[src/rtl/spi_byte_shifter.sv]
// spi_byte_shifter: SPI mode-0 master byte engine between the TX and RX FIFOs
// Ports: clk, reset (synchronous, active-high)
//        div          SCK half-period length minus 1, latched at byte start
//        rx_en        push received bytes to the RX FIFO, latched at byte start
//        tx_valid/tx_data/tx_pop       first-word-fall-through TX FIFO head and pop strobe
//        rx_has_space/rx_push/rx_data  RX FIFO handshake and received byte
//        sck/mosi/miso                 SPI pins (sck idle low, mosi idle high)
//        busy         high while a byte is in flight
module spi_byte_shifter (
    input  logic       clk,
    input  logic       reset,
    input  logic [7:0] div,
    input  logic       rx_en,
    input  logic       tx_valid,
    input  logic [7:0] tx_data,
    output logic       tx_pop,
    input  logic       rx_has_space,
    output logic       rx_push,
    output logic [7:0] rx_data,
    output logic       sck,
    output logic       mosi,
    input  logic       miso,
    output logic       busy
);
    typedef enum logic [1:0] {IDLE, LOW, HIGH} state_t;
    state_t     r_state, w_state;
    logic [7:0] r_tx, w_tx, r_rx, w_rx, r_div, w_div, r_cnt, w_cnt, r_rx_data, w_rx_data;
    logic [2:0] r_bit, w_bit;
    logic       r_rx_en, w_rx_en, r_sck, w_sck, r_mosi, w_mosi, r_busy, w_busy, r_push, w_push;
    logic       w_start;
    // RX space is checked only here, so a started byte can always be pushed at its end
    assign w_start = tx_valid && (!rx_en || rx_has_space);
    assign tx_pop  = (r_state == IDLE) && w_start;
    assign sck     = r_sck;
    assign mosi    = r_mosi;
    assign busy    = r_busy;
    assign rx_push = r_push;
    assign rx_data = r_rx_data;
    always_ff @(posedge clk) begin
        if (reset) begin
            r_state   <= IDLE;
            r_tx      <= 8'd0;
            r_rx      <= 8'd0;
            r_div     <= 8'd0;
            r_cnt     <= 8'd0;
            r_bit     <= 3'd0;
            r_rx_en   <= 1'b0;
            r_sck     <= 1'b0;
            r_mosi    <= 1'b1;
            r_busy    <= 1'b0;
            r_push    <= 1'b0;
            r_rx_data <= 8'd0;
        end else begin
            r_state   <= w_state;
            r_tx      <= w_tx;
            r_rx      <= w_rx;
            r_div     <= w_div;
            r_cnt     <= w_cnt;
            r_bit     <= w_bit;
            r_rx_en   <= w_rx_en;
            r_sck     <= w_sck;
            r_mosi    <= w_mosi;
            r_busy    <= w_busy;
            r_push    <= w_push;
            r_rx_data <= w_rx_data;
        end
    end
    always_comb begin
        w_state   = r_state;
        w_tx      = r_tx;
        w_rx      = r_rx;
        w_div     = r_div;
        w_cnt     = r_cnt;
        w_bit     = r_bit;
        w_rx_en   = r_rx_en;
        w_sck     = r_sck;
        w_mosi    = r_mosi;
        w_busy    = r_busy;
        w_push    = 1'b0;
        w_rx_data = r_rx_data;
        case (r_state)
            IDLE: begin
                if (w_start) begin
                    w_tx    = tx_data;
                    w_div   = div;
                    w_rx_en = rx_en;
                    w_bit   = 3'd7;
                    w_cnt   = div;
                    w_mosi  = tx_data[7];
                    w_busy  = 1'b1;
                    w_state = LOW;
                end
            end
            LOW: begin
                if (r_cnt != 8'd0) begin
                    w_cnt = r_cnt - 8'd1;
                end else begin
                    // rising SCK edge: capture MISO
                    w_rx    = {r_rx[6:0], miso};
                    w_sck   = 1'b1;
                    w_cnt   = r_div;
                    w_state = HIGH;
                end
            end
            HIGH: begin
                if (r_cnt != 8'd0) begin
                    w_cnt = r_cnt - 8'd1;
                end else if (r_bit != 3'd0) begin
                    // falling SCK edge: present the next bit
                    w_sck   = 1'b0;
                    w_bit   = r_bit - 3'd1;
                    w_tx    = {r_tx[6:0], 1'b0};
                    w_mosi  = r_tx[6];
                    w_cnt   = r_div;
                    w_state = LOW;
                end else begin
                    w_sck   = 1'b0;
                    w_mosi  = 1'b1;
                    w_busy  = 1'b0;
                    w_state = IDLE;
                    if (r_rx_en) begin
                        w_rx_data = r_rx;
                        w_push    = 1'b1;
                    end
                end
            end
            default: w_state = IDLE;
        endcase
    end
endmodule

[config.mk]
export PLATFORM = sky130hd
export DESIGN_NAME = spi_byte_shifter
export DESIGN_NICKNAME = d
export VERILOG_FILES = /design/src/rtl/spi_byte_shifter.sv
export SDC_FILE = /design/constraint.sdc
export NUM_CORES = 1
export LEC_CHECK = 0
export BUFFER_PORTS_ARGS = -buffer_cell sky130_fd_sc_hd__buf_4
export CAP_MARGIN = 20
export CORE_MARGIN = 2
export CORE_UTILIZATION = 45
export DETAILED_ROUTE_END_ITERATION = 8
export PLACE_DENSITY_LB_ADDON = 0.12
export SETUP_SLACK_MARGIN = 0.02
export SLEW_MARGIN = 40
export SYNTH_ARGS = -nofsm -noshare
export SYNTH_HDL_FRONTEND = slang
export SYNTH_SLANG_ARGS = --single-unit
[constraint.sdc]
create_clock -name clk -period 4 [get_ports clk]
set_input_delay 0.6 -clock clk [delete_from_list [all_inputs] [get_ports clk]]
set_output_delay 0.6 -clock clk [all_outputs]
set_load 0.01 [all_outputs]
### Word level (Yosys, flattened, before mapping)

Index checks and enable logic that the tools add are counted.

| operators by class | value |
|---|---|
| multiplexer cells | 30 |
| bitwise logic cells | 3 |
| eq/ne operators | 8 |
| reductions and logical operators | 20 |
| add/sub/neg operators | 2 |

Operators by type and width:

| cell | count |
|---|---|
| $mux 8 | 4 |
| $pmux 8 s3 | 1 |
| $mux 7 | 3 |
| $pmux 7 s2 | 1 |
| $reduce_and 3->1 | 4 |
| $reduce_and 4->1 | 3 |
| $mux 1 | 10 |
| $ne 2x2->1 const B | 5 |
| $mux 3 | 3 |
| $reduce_bool 8->1 | 1 |
| $sub 8x1->8 const B | 1 |
| $mux 2 | 3 |
| $pmux 1 s2 | 3 |
| $pmux 2 s3 | 1 |
| $pmux 3 s2 | 1 |
| $reduce_bool 3->1 | 2 |
| $reduce_and 2->1 | 2 |
| $reduce_bool 2->1 | 2 |
| $reduce_or 4->1 | 1 |
| $ne 3x3->1 const B | 1 |
| $not 1->1 | 3 |
| $sub 3x1->3 const B | 1 |
| $eq 2x1->1 const B | 1 |
| $eq 2x2->1 const B | 1 |
| 4 further kinds | 5 |

| storage, ports and cells | value |
|---|---|
| bits of input ports | 22 |
| output and inout bits | 13 |
| word-level logic and storage cells | 75 |
| bits in registers | 49 |

### Longest topological paths before layout

Gate-level depths: netlist (run 1).

| logic depth | value |
|---|---|
| depth in word-level cells | 5 |
| gate-level depth with buffers | 7 |

### Least setup slack after synthesis (run 1)

No wires, ideal clock.

| timing | value |
|---|---|
| kind | in2out |
| start | in rx_has_space |
| end | out tx_pop |
| arrival | 1429 ps |
| setup slack | 1971 ps |
| cell stages on the path | 4 |
| buffers on the path | 1 |
| cells stage by stage | nand2b_1 > nand3_1 > clkbuf_1 > inv_1 |

| on the way | value |
|---|---|
| longest elaborated chain between the ends | 3 |

RTL lines:

| what | line | RTL |
|---|---|---|
| from (decl) | 17 | `input logic rx_has_space,` |
| $logic_or 1x1->1 | 32 | `assign w_start = tx_valid && (!rx_en \|\| rx_has_space);` |
| $logic_and 1x1->1 | 32 |  |
| $logic_and 1x1->1 | 33 | `assign tx_pop = (r_state == IDLE) && w_start;` |
| to (decl) | 16 | `output logic tx_pop,` |

No other way between the ends.

### Final worst setup path (run 1)

| timing | value |
|---|---|
| start | reg r_state[0] |
| end | reg r_rx_data[6] (netlist: rx_data[6]) |

| on the way | value |
|---|---|
| longest elaborated chain between the ends | 2 |

RTL lines:

| what | line | RTL |
|---|---|---|
| from (decl) | 26 | `state_t r_state, w_state;` |
| from (signal assigned) | 54 | `r_state <= w_state;` |
| $eq 2x2->1 | 81 | `case (r_state)` |
| $reduce_and 4->1 (no line) | n/a |  |
| to (signal assigned) | 65 | `r_rx_data <= w_rx_data;` |
| to (decl) | 27 | `logic [7:0] r_tx, w_tx, r_rx, w_rx, r_div, w_div, r_cnt, w_cnt, r_rx_data, w_rx_data;` |

No other way between the ends.
A chain may end at the register's enable or synchronous reset.

==> flow_summary.yaml, run 1 <==
setup_path:
  rr_endpoint: "rx_data[6]$_SDFFE_PP0P_"
  required_ns: 4.19
  startpoint_type: "register"
  path_max_fanout: 13
  end_kind: "register"
  rr_worst_depth: 6
  critPathKind: "register to register"
  critical_path.reg2reg.startpoint: "r_state[0]$_SDFFE_PP0P_"
  reg2reg_slack_ns: 1.49
  crit_arrival_ns: 2.70
min_path:
  min_from: "r_rx[7]$_SDFFE_PP0P_"
  holdPathStages: 2
  holdPathEnd: "r_rx[7]$_SDFFE_PP0P_"
  hold_path_class: "register to register"
drt:
  wl_met2_mm: 2.53
  wl_met3_um: 226
  wl_met1_mm: 2.65
  routed_wirelength_mm: 5.47
  post_drt_wl_per_cell_um: 14.8
  ant_nets: 0
  highest_layer: "met4"
  via_count: 2062
  drt-pass1-iter-count: 4
  drc: 0
  vias_per_cell: 5.57
  drtIter0Drc: 98
pwr:
  powerDensity_nw_per_um2: 715
  peakVddDrop_mv: 0.328
  leakage_uw: 0.00119
synth:
  netlist_instances: 273
  synthXorXnorAreaFrac_pct: 0.352
  synth_compound_area_share_pct: 20.3
  synth_top_family_by_area: "simple AND/OR/NAND/NOR gates"
  synth_area_leaders: "dfxtp_1, mux2i_1, ha_1"
  synth_cell_types: 49
  synthAdderAreaFrac_pct: 4.52
  synth_top_area_share_pct: 39.4
  synth_edf_count: 0
  yosys_register_bits: 49
  syn_nets: 304
  ys_async_sr_fraction_pct: 0
  synth_ff_type: "dfxtp_1"
  synth_area_um2: 2490
  muxShareOfSynthArea_pct: 9.24
  avgSynthCellArea_um2: 9.13
  synth_common_cells: "dfxtp_1, nor2_1, mux2i_1"
  synth_area_leader_cell: "dfxtp_1"
  ys_seq_area_share_pct: 39.4
  synth-simple-area-share_pct: 21.5
  synth_warnings: 0
  yosysMostFrequentCell: "dfxtp_1"
sta:
  max_freq_mhz: 399
  hold_viol_final: 0
  fin_crit_sh_pct: 62.7
  fin_crit_ns: 2.51
  slew_violations: 0
  rsz0062_at_grt: "false"
  holdWs_ns: 0.463
  relSlewSlack_pct: 46.3
  setup_violations: 0
  skew_ns: 0.00876
  setup_tns_ns: 0
  worst_pin_slew_ns: 0.802
placement:
  port_buffers: 34
  dp_hpwl_mm: 3.69
  gp_congestion: 0.819
  dp_cells: 362
clocking:
  post_cts_buffers: 0
  cts_root_buf: "clkbuf_8"
  hold_buffers: 0
  clkTransAtPathRegs_ns: 0.10
  htreeDepth: 2
  numCtsBuffers: 5
  worstSkewPairLatency_ns: 0.31
  cts.sinks: 49
  clk_path_buf_depth: 2
  cts_tree: "yes"
  cts_resized: 0
global_route:
  grt_pass1_wl_mm: 9.29
  grt_max_degree: 50
  grt_pass1_vias: 1923
  antenna_found_initial: 0
  grt_usage_pct: 18.8
  grt_overflow: 0
die:
  core-area_um2: 5440
  fp.dieH_um: 78.4
  dieWidth_um: 78.4
  die-area_um2: 6150
  ios: 35
  rows: 27
  initial_core_util_pct: 45.8
cells_and_area:
  diodes: 0
  synthToLayoutAreaGrowth_pct: 14.5
  layout-drive-gt1-share_pct: 18.5
  fin_nets: 328
  n_fill_cell: 538
  layoutNonFillerInstCount: 370
outcome:
  status: "completed"
flow_run:
  max_cap_violations: 0
-- report_power, final --
part	internal [uW]	total, uW	switching [uW]	leakage (uW)
clock	127	306	178	0.0000423
sequential	601	732	131	0.000401
combinational	423	1000	580	0.000742
-- registers in the layout (all words and copies together) (netlist names) --
signal / count
busy: 1
mosi: 1
r_bit: 3
r_cnt: 8
r_div: 8
r_rx: 8
r_rx_en: 1
r_state: 2
r_tx: 7
rx_data: 8
rx_push: 1
sck: 1
-- logic make-up (layout without fill, tap and decap cells) --
kind of cell             count (synthesis)  after routing
XOR/XNOR                                 1              1
flip-flops                              49             49
AO/OA/AOI/OAI                           72             72
adder cells (fa/ha/maj)                  9              9
multiplexers                            23             23
AND/OR/NAND/NOR                         92             92
buffers and inverters                   27             52
-- routing by layer --
layer | vias up | track usage, %
met5 | - | 0
met4 | 0 | 5.26
met3 | 6 | 4.14
met2 | 40 | 30.1
met1 | 964 | 25.6
li1 | 1052 | -
-- cell usage in the layout, fill, tap and decap left out, types with 4 or more instances in the layout --
| master | instances |
|---|---|
| dfxtp_1 | 49 |
| buf_4 | 34 |
| nor2_1 | 29 |
| mux2i_1 | 23 |
| a21oi_1 | 22 |
| nand3_1 | 15 |
| a311oi_1 | 11 |
| nand2_1 | 11 |
| inv_1 | 9 |
| ha_1 | 9 |
| nand2b_1 | 8 |
| o21ai_0 | 6 |
| nor2b_1 | 5 |
| o211ai_1 | 5 |
| a31oi_1 | 5 |
| clkbuf_8 | 5 |
| a211oi_1 | 4 |
-- layout make-up --
class | instances | area [um2] | area share [%]
Tap cell | 72 | 90.1 | 3.16
Sequential cell | 49 | 981 | 34.4
Inverter | 10 | 37.5 | 1.32
Clock buffer | 5 | 68.8 | 2.41
Timing Repair Buffer | 34 | 255 | 8.95
Multi-Input combinational cell | 197 | 1390 | 48.9
Clock inverter | 3 | 26.3 | 0.921
-- worst max-delay path, stage by stage (launching register included) --
cell and delay [ns]:
dfxtp_1 0.36, inv_1 0.09, ha_1 0.54, nor4b_4 0.45
nand4_1 0.56, mux2i_1 0.32, nor2_1 0.06
-- stage by stage --
stage / util (%) / setup slack [ns] / total power [uW] / area (um2)
finish: 52.4 / 1.49 / 2040 / 2850
global route: 52.4 / 1.23 / 2210 / 2850
CTS: 52.4 / 1.48 / 2060 / 2850
detailed placement: 50.7 / 1.49 / 1740 / 2760
global placement: 50.7 / 1.55 / 1730 / 2760
floorplan: - / 1.97 / 1530 / 2490
-- worst max path at each step --
stage                                        from                 endpoint  slack, ns  depth (start not counted)
after global placement    r_state[0]$_SDFFE_PP0P_  rx_data[0]$_SDFFE_PP0P_       1.55                          6
after floorplan                      rx_has_space                   tx_pop       1.97                          4
final                     r_state[0]$_SDFFE_PP0P_  rx_data[6]$_SDFFE_PP0P_       1.49                          6
after global routing      r_state[0]$_SDFFE_PP0P_  rx_data[1]$_SDFFE_PP0P_       1.23                          6
after detailed placement  r_state[0]$_SDFFE_PP0P_  rx_data[6]$_SDFFE_PP0P_       1.49                          6
after CTS                 r_state[0]$_SDFFE_PP0P_  rx_data[6]$_SDFFE_PP0P_       1.48                          6
(Power assumes the default switching activity.)
==> run 2, diff against run 1 <==
==> constraint.sdc (replaced) <==
create_clock -name clk -period 2.2 [get_ports clk]
set_input_delay 0.33 -clock clk [delete_from_list [all_inputs] [get_ports clk]]
set_output_delay 0.33 -clock clk [all_outputs]
set_load 0.01 [all_outputs]
==> run 2 against run 1 <==
Cell area grew 4.0%. Routed wire length grew 2.4%. Global-route usage grew 0.44 points. Via count grew 3.3%. Sequential power grew 82%. Die area is the same. Fmax grew 25%. Power grew 93%. Critical path depth is the same. Critical path type unchanged. Critical endpoint is now r_cnt[4]$_SDFFE_PP0P_. Largest cell class unchanged. Largest power group unchanged.
==> flow_summary.yaml, run 2 (same netlist as run 1, synthesis figures left out) <==
outcome:
  status: "completed"
sta:
  setup_violations: 0
  worst_pin_slew_ns: 0.509
  fin_crit_sh_pct: 91.2
  slew_violations: 0
  fin_ws_ns: 0.194
  holdWs_ns: 0.251
  fin_crit_ns: 2.01
  setup_tns_ns: 0
  max_freq_mhz: 499
  hold_viol_final: 0
  rsz0062_at_grt: "false"
  relSlewSlack_pct: 65.7
  skew_ns: 0.00926
cells_and_area:
  fin_nets: 339
  fin_util_pct: 54.5
  layout_common_cells: "dfxtp_1, buf_4, nor2_1, mux2i_1, a21oi_1"
  diodes: 0
  synthToLayoutAreaGrowth_pct: 19.1
  layout-drive-gt1-share_pct: 21.7
  layout_commonest_cell: "dfxtp_1"
min_path:
  hold_path_class: "input port to register"
clocking:
  clkTransAtPathRegs_ns: 0.10
  cts_resized: 0
  clk_path_buf_depth: 2
  hold_buffers: 0
  worstSkewPairLatency_ns: 0.31
  cts_tree: "yes"
  post_cts_buffers: 0
  htreeDepth: 2
  numCtsBuffers: 5
  cts.sinks: 49
  cts_root_buf: "clkbuf_8"
global_route:
  grt_overflow: 0
  met3_usage_pct: 4.25
  antenna_found_initial: 0
  top_usage_layer: "met2"
  grt_max_degree: 50
  grt_use_met1_pct: 26.8
  gr-usage-met2_pct: 30.0
  grt_usage_pct: 19.2
  grt_pass1_wl_mm: 9.43
  grt_pass1_vias: 1968
setup_path:
  end_kind: "register"
  worstPathCellList: "inv_1 > ha_2 > or3b_2 > nor2_1 > o311ai_0 > a32o_1"
  required_ns: 2.40
  worst-path-buf-inv: 1
  reg2reg_slack_ns: 0.19
  crit_family: "simple AND/OR/NAND/NOR gates"
  crit_slowest_cell: "or3b_2"
  critPathKind: "register to register"
  crit_arrival_ns: 2.20
  path_max_fanout: 7
  slowest_delay_ns: 0.51
  startpoint_type: "register"
die:
  initial_core_util_pct: 45.8
  die-area_um2: 6150
  dieWidth_um: 78.4
  rows: 27
  fp.dieH_um: 78.4
  core-area_um2: 5440
  ios: 35
drt:
  drtIter0Drc: 112
  post_drt_wl_per_cell_um: 14.7
  drt-pass1-iter-count: 4
  vias_per_cell: 5.59
  via_count: 2131
  drc: 0
  routed_wirelength_mm: 5.60
  ant_nets: 0
pwr:
  power.total_uw: 3940
  leakage_uw: 0.00125
  powerDensity_nw_per_um2: 1330
  peakVddDrop_mv: 0.786
placement:
  place_ws_ns: 0.189
  dp_hpwl_mm: 3.89
  port_buffers: 34
  gp_congestion: 0.812
flow_run:
  max_cap_violations: 0
run 2: cell count changes in the layout (fill, tap and decap cells not counted):
cell / before / now
bufinv_16: 0 / 1
a31o_2: 2 / 1
a31o_4: 0 / 1
clkinv_4: 0 / 1
ha_1: 9 / 8
inv_8: 1 / 0
buf_4: 34 / 45
clkinvlp_4: 2 / 1
ha_2: 0 / 1
run 2: final timing paths:
check / from / to / cells after the start
max: r_cnt[0]$_SDFFE_PP0P_ / r_cnt[4]$_SDFFE_PP0P_ / 6
min: tx_data[0] / r_tx[0]$_SDFFE_PP0P_ / 2
max reg2reg: r_cnt[0]$_SDFFE_PP0P_ / r_cnt[4]$_SDFFE_PP0P_ / 6
min reg2reg: r_rx[7]$_SDFFE_PP0P_ / r_rx[7]$_SDFFE_PP0P_ / 2
run 2: where the power goes:
group | internal, uW | switching [uW] | leakage, uW
sequential | 1090 | 238 | 0.000401
clock | 341 | 318 | 0.0000543
combinational | 880 | 1070 | 0.000797
run 2: through the flow:
stage	cell area (um2)	instances
final	2970	381
after global placement	2840	373
after detailed placement	2840	373
after CTS	2960	381
after floorplan	2490	273
after global routing	2970	381
run 2: worst reg2reg max path, stage by stage, from the launching register on:
cell      delay (ns)
dfxtp_1         0.35
inv_1           0.11
ha_2            0.24
or3b_2          0.51
nor2_1          0.23
o311ai_0        0.15
a32o_1          0.30
run 2: area by class of cell:
cell class / count / area [um2]
Clock buffer: 5 / 68.8
Tap cell: 72 / 90.1
Fill cell: 527 / 2470
Sequential cell: 49 / 981
Multi-Input combinational cell: 197 / 1410
Timing Repair Buffer: 45 / 338
Inverter: 10 / 37.5
Clock inverter: 3 / 46.3
run 2: routing by layer:
layer  vias up  share of wire, %
met5         -                 0
met4         0              0.89
met3         5               5.2
met2        49                44
met1      1002                50
li1       1075                 -
